$ cat config.mk
export PLATFORM = sky130hd
export DESIGN_NAME = dmem_port_sched
export DESIGN_NICKNAME = d
export VERILOG_FILES = /design/src/rtl/dmem_port_sched.sv
export SDC_FILE = /design/constraint.sdc
export NUM_CORES = 1
export LEC_CHECK = 0
export CORE_MARGIN = 3
export CORE_UTILIZATION = 40
export CTS_BUF_LIST = sky130_fd_sc_hd__clkbuf_8
export DETAILED_ROUTE_END_ITERATION = 10
export GPL_ROUTABILITY_DRIVEN = 1
export PLACE_DENSITY = 0.78
export SYNTH_ARGS = -nofsm -noshare
export SYNTH_HDL_FRONTEND = slang
export SYNTH_SLANG_ARGS = --single-unit
export TNS_END_PERCENT = 1
$ cat constraint.sdc
create_clock -name clk -period 2.25 [get_ports clk]
set_input_delay 0.45 -clock clk [delete_from_list [all_inputs] [get_ports clk]]
set_output_delay 0.45 -clock clk [all_outputs]
set_load 0.01 [all_outputs]
$ cat src/rtl/dmem_port_sched.sv
// dmem_port_sched
// Arbitrates the single data-cache port between the load functional unit
// and the head of the committed-store drain queue. It owns the memory
// handshake, back-pressures load issue, broadcasts load results and
// signals store retirement.
//
// Ports:
//   clk, rst                   clock (rising edge), async active-low reset
//   ld_req/addr/funct3/rob/br_mask, ld_busy       load issue side
//   st_req/addr/wmask/wdata, st_ack, st_committed  store drain side
//   flush, flush_mask          branch mispredict kill
//   dmem_addr/rmask/wmask/wdata, dmem_resp/rdata  cache port
//   cdb_valid/rob/data         load result broadcast
//
// Optional build macro DMEM_SCHED_PERF_EN adds the saturating counters
// perf_ld_cnt, perf_st_cnt and perf_ld_stall_cnt.
module dmem_port_sched #(
    parameter int ROB_WIDTH     = 3,
    parameter int BR_TAG_WIDTH  = 4,
    parameter int MAX_ST_STREAK = 4
) (
    input  logic                    clk,
    input  logic                    rst,
    input  logic                    ld_req,
    input  logic [31:0]             ld_addr,
    input  logic [2:0]              ld_funct3,
    input  logic [ROB_WIDTH-1:0]    ld_rob,
    input  logic [BR_TAG_WIDTH-1:0] ld_br_mask,
    output logic                    ld_busy,
    input  logic                    st_req,
    input  logic [31:0]             st_addr,
    input  logic [3:0]              st_wmask,
    input  logic [31:0]             st_wdata,
    output logic                    st_ack,
    output logic                    st_committed,
    input  logic                    flush,
    input  logic [BR_TAG_WIDTH-1:0] flush_mask,
    output logic [31:0]             dmem_addr,
    output logic [3:0]              dmem_rmask,
    output logic [3:0]              dmem_wmask,
    output logic [31:0]             dmem_wdata,
    input  logic                    dmem_resp,
    input  logic [31:0]             dmem_rdata,
    output logic                    cdb_valid,
    output logic [ROB_WIDTH-1:0]    cdb_rob,
    output logic [31:0]             cdb_data
`ifdef DMEM_SCHED_PERF_EN
    ,
    output logic [31:0]             perf_ld_cnt,
    output logic [31:0]             perf_st_cnt,
    output logic [31:0]             perf_ld_stall_cnt
`endif
);

    typedef enum logic [1:0] {IDLE, LD_WAIT, ST_WAIT, LD_DRAIN} state_t;

    localparam logic [3:0] STREAK_MAX = 4'(MAX_ST_STREAK);

    state_t                  state_q;
    logic [3:0]              streak_q;
    logic [2:0]              funct3_q;
    logic [1:0]              off_q;
    logic [ROB_WIDTH-1:0]    rob_q;
    logic [BR_TAG_WIDTH-1:0] br_mask_q;
    logic [31:0]             dmem_addr_q;
    logic [3:0]              dmem_rmask_q;
    logic [3:0]              dmem_wmask_q;
    logic [31:0]             dmem_wdata_q;
    logic                    cdb_valid_q;
    logic [ROB_WIDTH-1:0]    cdb_rob_q;
    logic [31:0]             cdb_data_q;
    logic                    st_committed_q;

    logic       in_idle;
    logic       ld_kill_req;
    logic       ld_kill_held;
    logic       ld_pri;
    logic       st_gnt;
    logic       ld_gnt;
    logic [3:0] ld_rmask;
    logic [31:0] ld_shifted;
    logic [31:0] ld_ext;

    // Grants are held off while reset is asserted so st_ack stays low.
    assign in_idle      = (state_q == IDLE) && rst;
    assign ld_kill_req  = flush && |(ld_br_mask & flush_mask);
    assign ld_kill_held = flush && |(br_mask_q & flush_mask);
    // A waiting load takes priority once the store streak reaches its limit;
    // a load being killed this cycle cannot claim the port.
    assign ld_pri  = ld_req && !ld_kill_req && (streak_q >= STREAK_MAX);
    assign st_gnt  = in_idle && st_req && !ld_pri;
    assign ld_gnt  = in_idle && ld_req && !ld_kill_req && !st_gnt;
    assign ld_busy = (state_q != IDLE) || st_gnt;
    assign st_ack  = st_gnt;

    // funct3[1:0] encodes access size for both signed and unsigned loads.
    always_comb begin
        ld_rmask = 4'hF;
        case (ld_funct3[1:0])
            2'b00:   ld_rmask = 4'b0001 << ld_addr[1:0];
            2'b01:   ld_rmask = 4'b0011 << ld_addr[1:0];
            default: ld_rmask = 4'hF;
        endcase
    end

    assign ld_shifted = dmem_rdata >> {off_q, 3'b000};

    always_comb begin
        ld_ext = ld_shifted;
        case (funct3_q)
            3'b000:  ld_ext = {{24{ld_shifted[7]}}, ld_shifted[7:0]};
            3'b001:  ld_ext = {{16{ld_shifted[15]}}, ld_shifted[15:0]};
            3'b100:  ld_ext = {24'b0, ld_shifted[7:0]};
            3'b101:  ld_ext = {16'b0, ld_shifted[15:0]};
            default: ld_ext = ld_shifted;
        endcase
    end

    always_ff @(posedge clk or negedge rst) begin
        if (!rst) begin
            state_q        <= IDLE;
            streak_q       <= 4'd0;
            funct3_q       <= 3'd0;
            off_q          <= 2'd0;
            rob_q          <= '0;
            br_mask_q      <= '0;
            dmem_addr_q    <= 32'd0;
            dmem_rmask_q   <= 4'd0;
            dmem_wmask_q   <= 4'd0;
            dmem_wdata_q   <= 32'd0;
            cdb_valid_q    <= 1'b0;
            cdb_rob_q      <= '0;
            cdb_data_q     <= 32'd0;
            st_committed_q <= 1'b0;
        end else begin
            cdb_valid_q    <= 1'b0;
            st_committed_q <= 1'b0;
            case (state_q)
                IDLE: begin
                    if (ld_gnt || !ld_req) begin
                        streak_q <= 4'd0;
                    end else if (st_gnt && streak_q != 4'hF) begin
                        streak_q <= streak_q + 4'd1;
                    end
                    if (st_gnt) begin
                        state_q      <= ST_WAIT;
                        dmem_addr_q  <= st_addr & 32'hFFFF_FFFC;
                        dmem_wmask_q <= st_wmask;
                        dmem_wdata_q <= st_wdata;
                        dmem_rmask_q <= 4'd0;
                    end else if (ld_gnt) begin
                        state_q      <= LD_WAIT;
                        dmem_addr_q  <= ld_addr & 32'hFFFF_FFFC;
                        dmem_rmask_q <= ld_rmask;
                        dmem_wmask_q <= 4'd0;
                        funct3_q     <= ld_funct3;
                        off_q        <= ld_addr[1:0];
                        rob_q        <= ld_rob;
                        br_mask_q    <= ld_br_mask;
                    end
                end
                LD_WAIT: begin
                    if (dmem_resp) begin
                        state_q      <= IDLE;
                        dmem_rmask_q <= 4'd0;
                        // A kill arriving with the response suppresses the result.
                        if (!ld_kill_held) begin
                            cdb_valid_q <= 1'b1;
                            cdb_rob_q   <= rob_q;
                            cdb_data_q  <= ld_ext;
                        end
                    end else if (ld_kill_held) begin
                        state_q <= LD_DRAIN;
                    end
                end
                LD_DRAIN: begin
                    // The cache access is already in progress; wait it out.
                    if (dmem_resp) begin
                        state_q      <= IDLE;
                        dmem_rmask_q <= 4'd0;
                    end
                end
                ST_WAIT: begin
                    if (dmem_resp) begin
                        state_q        <= IDLE;
                        dmem_wmask_q   <= 4'd0;
                        st_committed_q <= 1'b1;
                    end
                end
                default: state_q <= IDLE;
            endcase
        end
    end

    assign dmem_addr    = dmem_addr_q;
    assign dmem_rmask   = dmem_rmask_q;
    assign dmem_wmask   = dmem_wmask_q;
    assign dmem_wdata   = dmem_wdata_q;
    assign cdb_valid    = cdb_valid_q;
    assign cdb_rob      = cdb_rob_q;
    assign cdb_data     = cdb_data_q;
    assign st_committed = st_committed_q;

`ifdef DMEM_SCHED_PERF_EN
    logic [31:0] perf_ld_q;
    logic [31:0] perf_st_q;
    logic [31:0] perf_stall_q;

    always_ff @(posedge clk or negedge rst) begin
        if (!rst) begin
            perf_ld_q    <= 32'd0;
            perf_st_q    <= 32'd0;
            perf_stall_q <= 32'd0;
        end else begin
            if (state_q == LD_WAIT && dmem_resp && !ld_kill_held && perf_ld_q != 32'hFFFF_FFFF) begin
                perf_ld_q <= perf_ld_q + 32'd1;
            end
            if (state_q == ST_WAIT && dmem_resp && perf_st_q != 32'hFFFF_FFFF) begin
                perf_st_q <= perf_st_q + 32'd1;
            end
            if (ld_req && ld_busy && perf_stall_q != 32'hFFFF_FFFF) begin
                perf_stall_q <= perf_stall_q + 32'd1;
            end
        end
    end

    assign perf_ld_cnt       = perf_ld_q;
    assign perf_st_cnt       = perf_st_q;
    assign perf_ld_stall_cnt = perf_stall_q;
`endif

endmodule

== Word level (Yosys, flattened, before mapping) ==
Cells that the tools add are included.

* $lt $le $gt $ge: 1
* Add/sub/neg operators: 1
* Multiplexer cells: 24
* Shift operators: 3
* Equality and inequality tests: 13
* Bitwise operators: 4
* Reduce and logical (&&, ||, !) cells: 37

{| class="wikitable"
|+ Operator list
! cell !! number
|-
| $pmux W32 S4 || 1
|-
| $mux W32 || 2
|-
| $shr A32 B5 Y32 || 1
|-
| $mux W4 || 7
|-
| $pmux W4 S2 || 3
|-
| $reduce_and A3 Y1 || 5
|-
| $logic_and A1 B1 Y1 || 11
|-
| $mux W2 || 5
|-
| $reduce_bool A2 Y1 || 5
|-
| $and A4 B4 Y4 || 2
|-
| $reduce_or A4 Y1 || 2
|-
| $eq A3 B3 Y1 const B || 2
|-
| $ne A3 B3 Y1 const B || 2
|-
| $pmux W2 S3 || 1
|-
| $reduce_and A2 Y1 || 3
|-
| $mux W1 || 5
|-
| $add A4 B1 Y4 const B || 1
|-
| $eq A2 B1 Y1 const B || 2
|-
| $eq A2 B2 Y1 const B || 2
|-
| $ge A4 B3 Y1 const B || 1
|-
| $logic_not A1 Y1 || 4
|-
| $logic_not A2 Y1 || 2
|-
| $ne A2 B1 Y1 const B || 2
|-
| $ne A4 B4 Y1 const B || 1
|-
| other kinds (8) || 11
|}

* Bits in registers: 127
* Logic and storage cells: 97
* Output and inout port bits: 111

== Depth between registers and ports, before layout ==
Gate-level depths: netlist of the first run.

* Depth in word-level cells: 13
* Mapped depth: 8
* Gate-level depth less buffers: 6

== Worst setup path after synthesis of the first run ==
No wires, ideal clock.

* Path kind: input-to-output
* Start: input port flush_mask[0]
* End: output port ld_busy
* Required time: 1800 ps
* Stages on the path: 6
* Arrival time: 1630 ps
* Buffers on the path: 2
* Slack: 170 ps
* Cell sequence: a22o_1 -> o21a_1 -> o21ai_4 -> buf_2 -> buf_2 -> nand2_1

* Longest elaborated chain between the ends: 9

{| class="wikitable"
|+ Ends and longest elaborated chain
! what !! RTL line !! RTL
|-
| from (decl) || 37 || <nowiki>input logic [BR_TAG_WIDTH-1:0] flush_mask,</nowiki>
|-
| $and A4 B4 Y4 || 86 || <nowiki>assign ld_kill_req = flush && |(ld_br_mask & flush_mask);</nowiki>
|-
| $reduce_or A4 Y1 || 86 ||
|-
| $logic_and A1 B1 Y1 || 86 ||
|-
| $logic_not A1 Y1 || 90 || <nowiki>assign ld_pri = ld_req && !ld_kill_req && (streak_q >= STREAK_MAX);</nowiki>
|-
| $logic_and A1 B1 Y1 (2 in series) || 90 ||
|-
| $logic_not A1 Y1 || 91 || <nowiki>assign st_gnt = in_idle && st_req && !ld_pri;</nowiki>
|-
| $logic_and A1 B1 Y1 || 91 ||
|-
| $logic_or A1 B1 Y1 || 93 || <nowiki>assign ld_busy = (state_q != IDLE) || st_gnt;</nowiki>
|-
| to (decl) || 29 || <nowiki>output logic ld_busy,</nowiki>
|}

No other way between the ends.

== Worst setup path after layout of the first run ==
* Start: input port ld_br_mask[1]
* End: output port ld_busy

* Longest elaborated chain between the ends: 9

{| class="wikitable"
|+ Ends and longest elaborated chain
! what !! RTL line !! RTL
|-
| from (decl) || 28 || <nowiki>input logic [BR_TAG_WIDTH-1:0] ld_br_mask,</nowiki>
|-
| $and A4 B4 Y4 || 86 ||
|-
| $reduce_or A4 Y1 || 86 ||
|-
| $logic_and A1 B1 Y1 || 86 ||
|-
| $logic_not A1 Y1 || 90 ||
|-
| $logic_and A1 B1 Y1 (2 in series) || 90 ||
|-
| $logic_not A1 Y1 || 91 ||
|-
| $logic_and A1 B1 Y1 || 91 ||
|-
| $logic_or A1 B1 Y1 || 93 ||
|}

No other way between the ends.

==> results.toml, run 1 <==
[run_status]
status = "finished, final reports clean"

[sta]
skew_ns = 0.0115
slew_viol_final = 0
rsz0062_at_grt = "no"
hold_slack_ns = 0.218
fmax_mhz = 453
hold_viol = 0
setup_viol = 0
tightest_slew_ns = 0.806
fin_crit_sh_pct = 98.1
relSlewSlack_pct = 46.3
period_needed_ns = 2.21

[pwr]
power.internal_mw = 6.98
power.leakage_nw = 4.12
peakVddDrop_mv = 0.608
power_switching_share_pct = 34.9
seqPwrFrac_pct = 36.4
clockPowerShare_pct = 17.2
combPwrFrac_pct = 46.3
cellPowerDensity_mw_per_mm2 = 1190
switching_power_mw = 3.74

[yosys]
ys_types = 48
synth_top_cells_by_count = "nand2_1 (159), dfrtp_1 (125), mux2i_1 (48), nor2_1 (33), o21ai_1 (28)"
synth.most_common_cell = "nand2_1"
synth_seq_cells = 125
synthArstFlopShare_pct = 100
synthFlopType = "dfrtp_1"
netlist_area_sq_mm = 0.00576
netlist_top_cells_area = "dfrtp_1 (54%), nand2_1 (10%), mux2i_1 (8.3%), mux2_2 (2.5%), o21ai_1 (2.4%)"
synth.avg_cell_area_sq_um = 9.94
yosysTopAreaCell = "dfrtp_1"
ys_seq_area_share_pct = 54.3
synth_warnings = 0
synthCells = 580
synth_top_area_share_pct = 54.3
synth_edf_count = 0

[floorplan]
io_pins = 263
coreArea_sq_mm = 0.0140
fp.dieH_microns = 126
rows = 43
dieArea_sq_mm = 0.0159
die_x_microns = 126
start_util_pct = 41.2

[cells_and_area]
nets = 998
regArea_sq_mm = 0.00313
num-fill-cells = 1121
layout-drive-gt1-share_pct = 8.97
multi_input_area_sq_mm = 0.00245
antenna_cells = 0
area_growth_pct = 55.9
final_area_sq_mm = 0.00899

[worst_setup_path]
critPathMaxStageDelay_ns = 0.43
critPathLaunchType = "input port"
arrival_ns = 1.76
critical_path_class = "input port to primary output"
cp-end-kind = "primary output"
cp_data_required_time_ns = 1.80
cp_slowest_cell = "clkdlybuf4s50_1"
cp_max_fo = 4
cp_cell_sequence = "clkdlybuf4s50_1, a22o_1, o21a_1, o21ai_4, nand2_1, buf_2"

[grt]
grt-ovfl-total = 0
grt_max_degree = 64
grt_pass1_vias = 5548
grt_pass1_wl_microns = 28800
grt_usage_pct = 23.0
antenna_found_initial = 0

[min_path]
holdCritPathClass = "input port to asynchronous set/reset pin"

[drt]
drt-wirelength-per-cell_microns = 17.6
first_iter_violations = 269
finalWirelength_microns = 18300
ant_nets = 0
vias = 5343
route.detailed.drc = 0
via_per_inst = 5.15
drt_pass1_iterations = 4

[cts]
clock-root-buffer = "clkbuf_8"
clk_latency_ns = 0.44
path_clk_slew_ns = 0.07
clockBufferDepth = 2
htree_num_levels = 4
cts_sinks = 125
cts_tree = "yes"
cts_made_buffers = 17

[job]
drv_cap = 0

[place]
io_buffers = 258
dp_hpwl_microns = 13700
gp_congestion = 0.909
dpl_cell_area_sq_mm = 0.00861
area by class of cell:
type,instances,share of cell area (%)
Multi-Input combinational cell,415,27.3
Clock buffer,22,3.37
Inverter,7,0.292
Clock inverter,10,0.807
Tap cell,180,2.51
Sequential cell,125,34.8
Timing Repair Buffer,279,30.9
metrics by stage:
| step | utilization (%) | total power [mW] | setup slack (ns) | cells | TNS, ns |
|---|---|---|---|---|---|
| finish | 64.3 | 10.7 | 0.0428 | 1038 | 0 |
| global route | 64.3 | 11.4 | 0.00279 | 1038 | 0 |
| CTS | 64.2 | 10.8 | 0.0348 | 1038 | 0 |
| detailed placement | 61.5 | 8.92 | -0.330 | 1006 | -9.77 |
| global placement | 61.5 | 8.77 | -0.320 | 1006 | -8.59 |
| floorplan | - | 6.12 | 0.170 | 581 | 0 |
registers in the layout, summed over array words and instances (netlist names):
signal and count:
dmem_wdata 32, funct3_q 3, cdb_valid 1, br_mask_q 4
dmem_wmask 4, cdb_data 32, rob_q 3, streak_q 4
dmem_addr 30, off_q 2, cdb_rob 3, dmem_rmask 4
st_committed 1, state_q 2
cells in the final DEF, fill, tap and decap left out, drive strengths merged, types with 3 or more instances in the layout:
| cell type | count |
|---|---|
| a21oi | 21 |
| mux2i | 48 |
| o22ai | 3 |
| nor2b | 14 |
| inv | 11 |
| nand2b | 3 |
| clkbuf | 22 |
| nor3 | 10 |
| dfrtp | 125 |
| buf | 24 |
| o22a | 9 |
| a31oi | 8 |
| clkdlybuf4s50 | 249 |
| a22oi | 3 |
| nand3 | 3 |
| nor2 | 33 |
| dlymetal6s2s | 6 |
| a211oi | 7 |
| mux2 | 25 |
| o21ai | 44 |
| clkinv | 4 |
| nand2 | 161 |
kinds of logic after synthesis:
group / Yosys count / share of synthesized area, %
DFF: 125 / 54.3
muxes: 74 / 13.8
and+or+nand+nor: 232 / 17.1
adders and majority gates: 1 / 0.217
buffers and inverters: 41 / 3.23
AOI/OAI and AO/OA: 106 / 11.3
other: 1 / 0.0651
layer usage:
layer	part of all wire (%)	track usage [%]	vias to the layer above
li1	-	-	2507
met1	38	26.9	2555
met2	49	37.9	247
met3	9.5	9.12	34
met4	2.8	9.27	0
met5	0	0	-
critical path, delay by kind of cell:
kind / cells / cell delay [ns]
buffers and inverters: 2 / 0.58
AO/OA/AOI/OAI: 3 / 0.64
AND/OR/NAND/NOR: 1 / 0.09
final timing paths:
kind	startpoint	end	slack (ns)	depth (start not counted)
max reg2reg	state_q[1]	dmem_wdata[31]	0.27	8
max in group asynchronous	rst	dmem_wdata[13]	1.48	2
max	ld_br_mask[1]	ld_busy	0.04	6
min in group clk	ld_br_mask[3]	br_mask_q[3]	0.27	2
min reg2reg	dmem_wdata[18]	dmem_wdata[18]	0.48	2
min	rst	st_committed	0.22	2
power groups by stage:
stage / Clock [mW] / Combinational [mW] / Sequential [mW]
floorplan: 0 / 1.89 / 4.23
global placement: 0 / 4.90 / 3.87
detailed placement: 0 / 4.99 / 3.93
CTS: 1.91 / 5.01 / 3.92
global route: 2.01 / 5.38 / 4.04
finish: 1.85 / 4.97 / 3.91
what timing repair did:
item / 4_1_cts / 5_1_grt
setup buffers: 0 / 0
hold buffers: 0 / 0
resized for setup: 8 / 6
pin swaps: 2 / 5
setup endpoints to repair: 2 / 1
No activity file was read; power rests on OpenSTA's default activity.
==> run 2, diff against run 1 <==
--- a/config.mk
+++ b/config.mk
@@ -11,6 +11,7 @@
 export DETAILED_ROUTE_END_ITERATION = 10
 export GPL_ROUTABILITY_DRIVEN = 1
 export PLACE_DENSITY = 0.78
+export SLEW_MARGIN = 10
 export SYNTH_ARGS = -nofsm -noshare
 export SYNTH_HDL_FRONTEND = slang
 export SYNTH_SLANG_ARGS = --single-unit
==> results of run 2 <==
The final DEF is identical to that of run 1; final timing and power are the same.
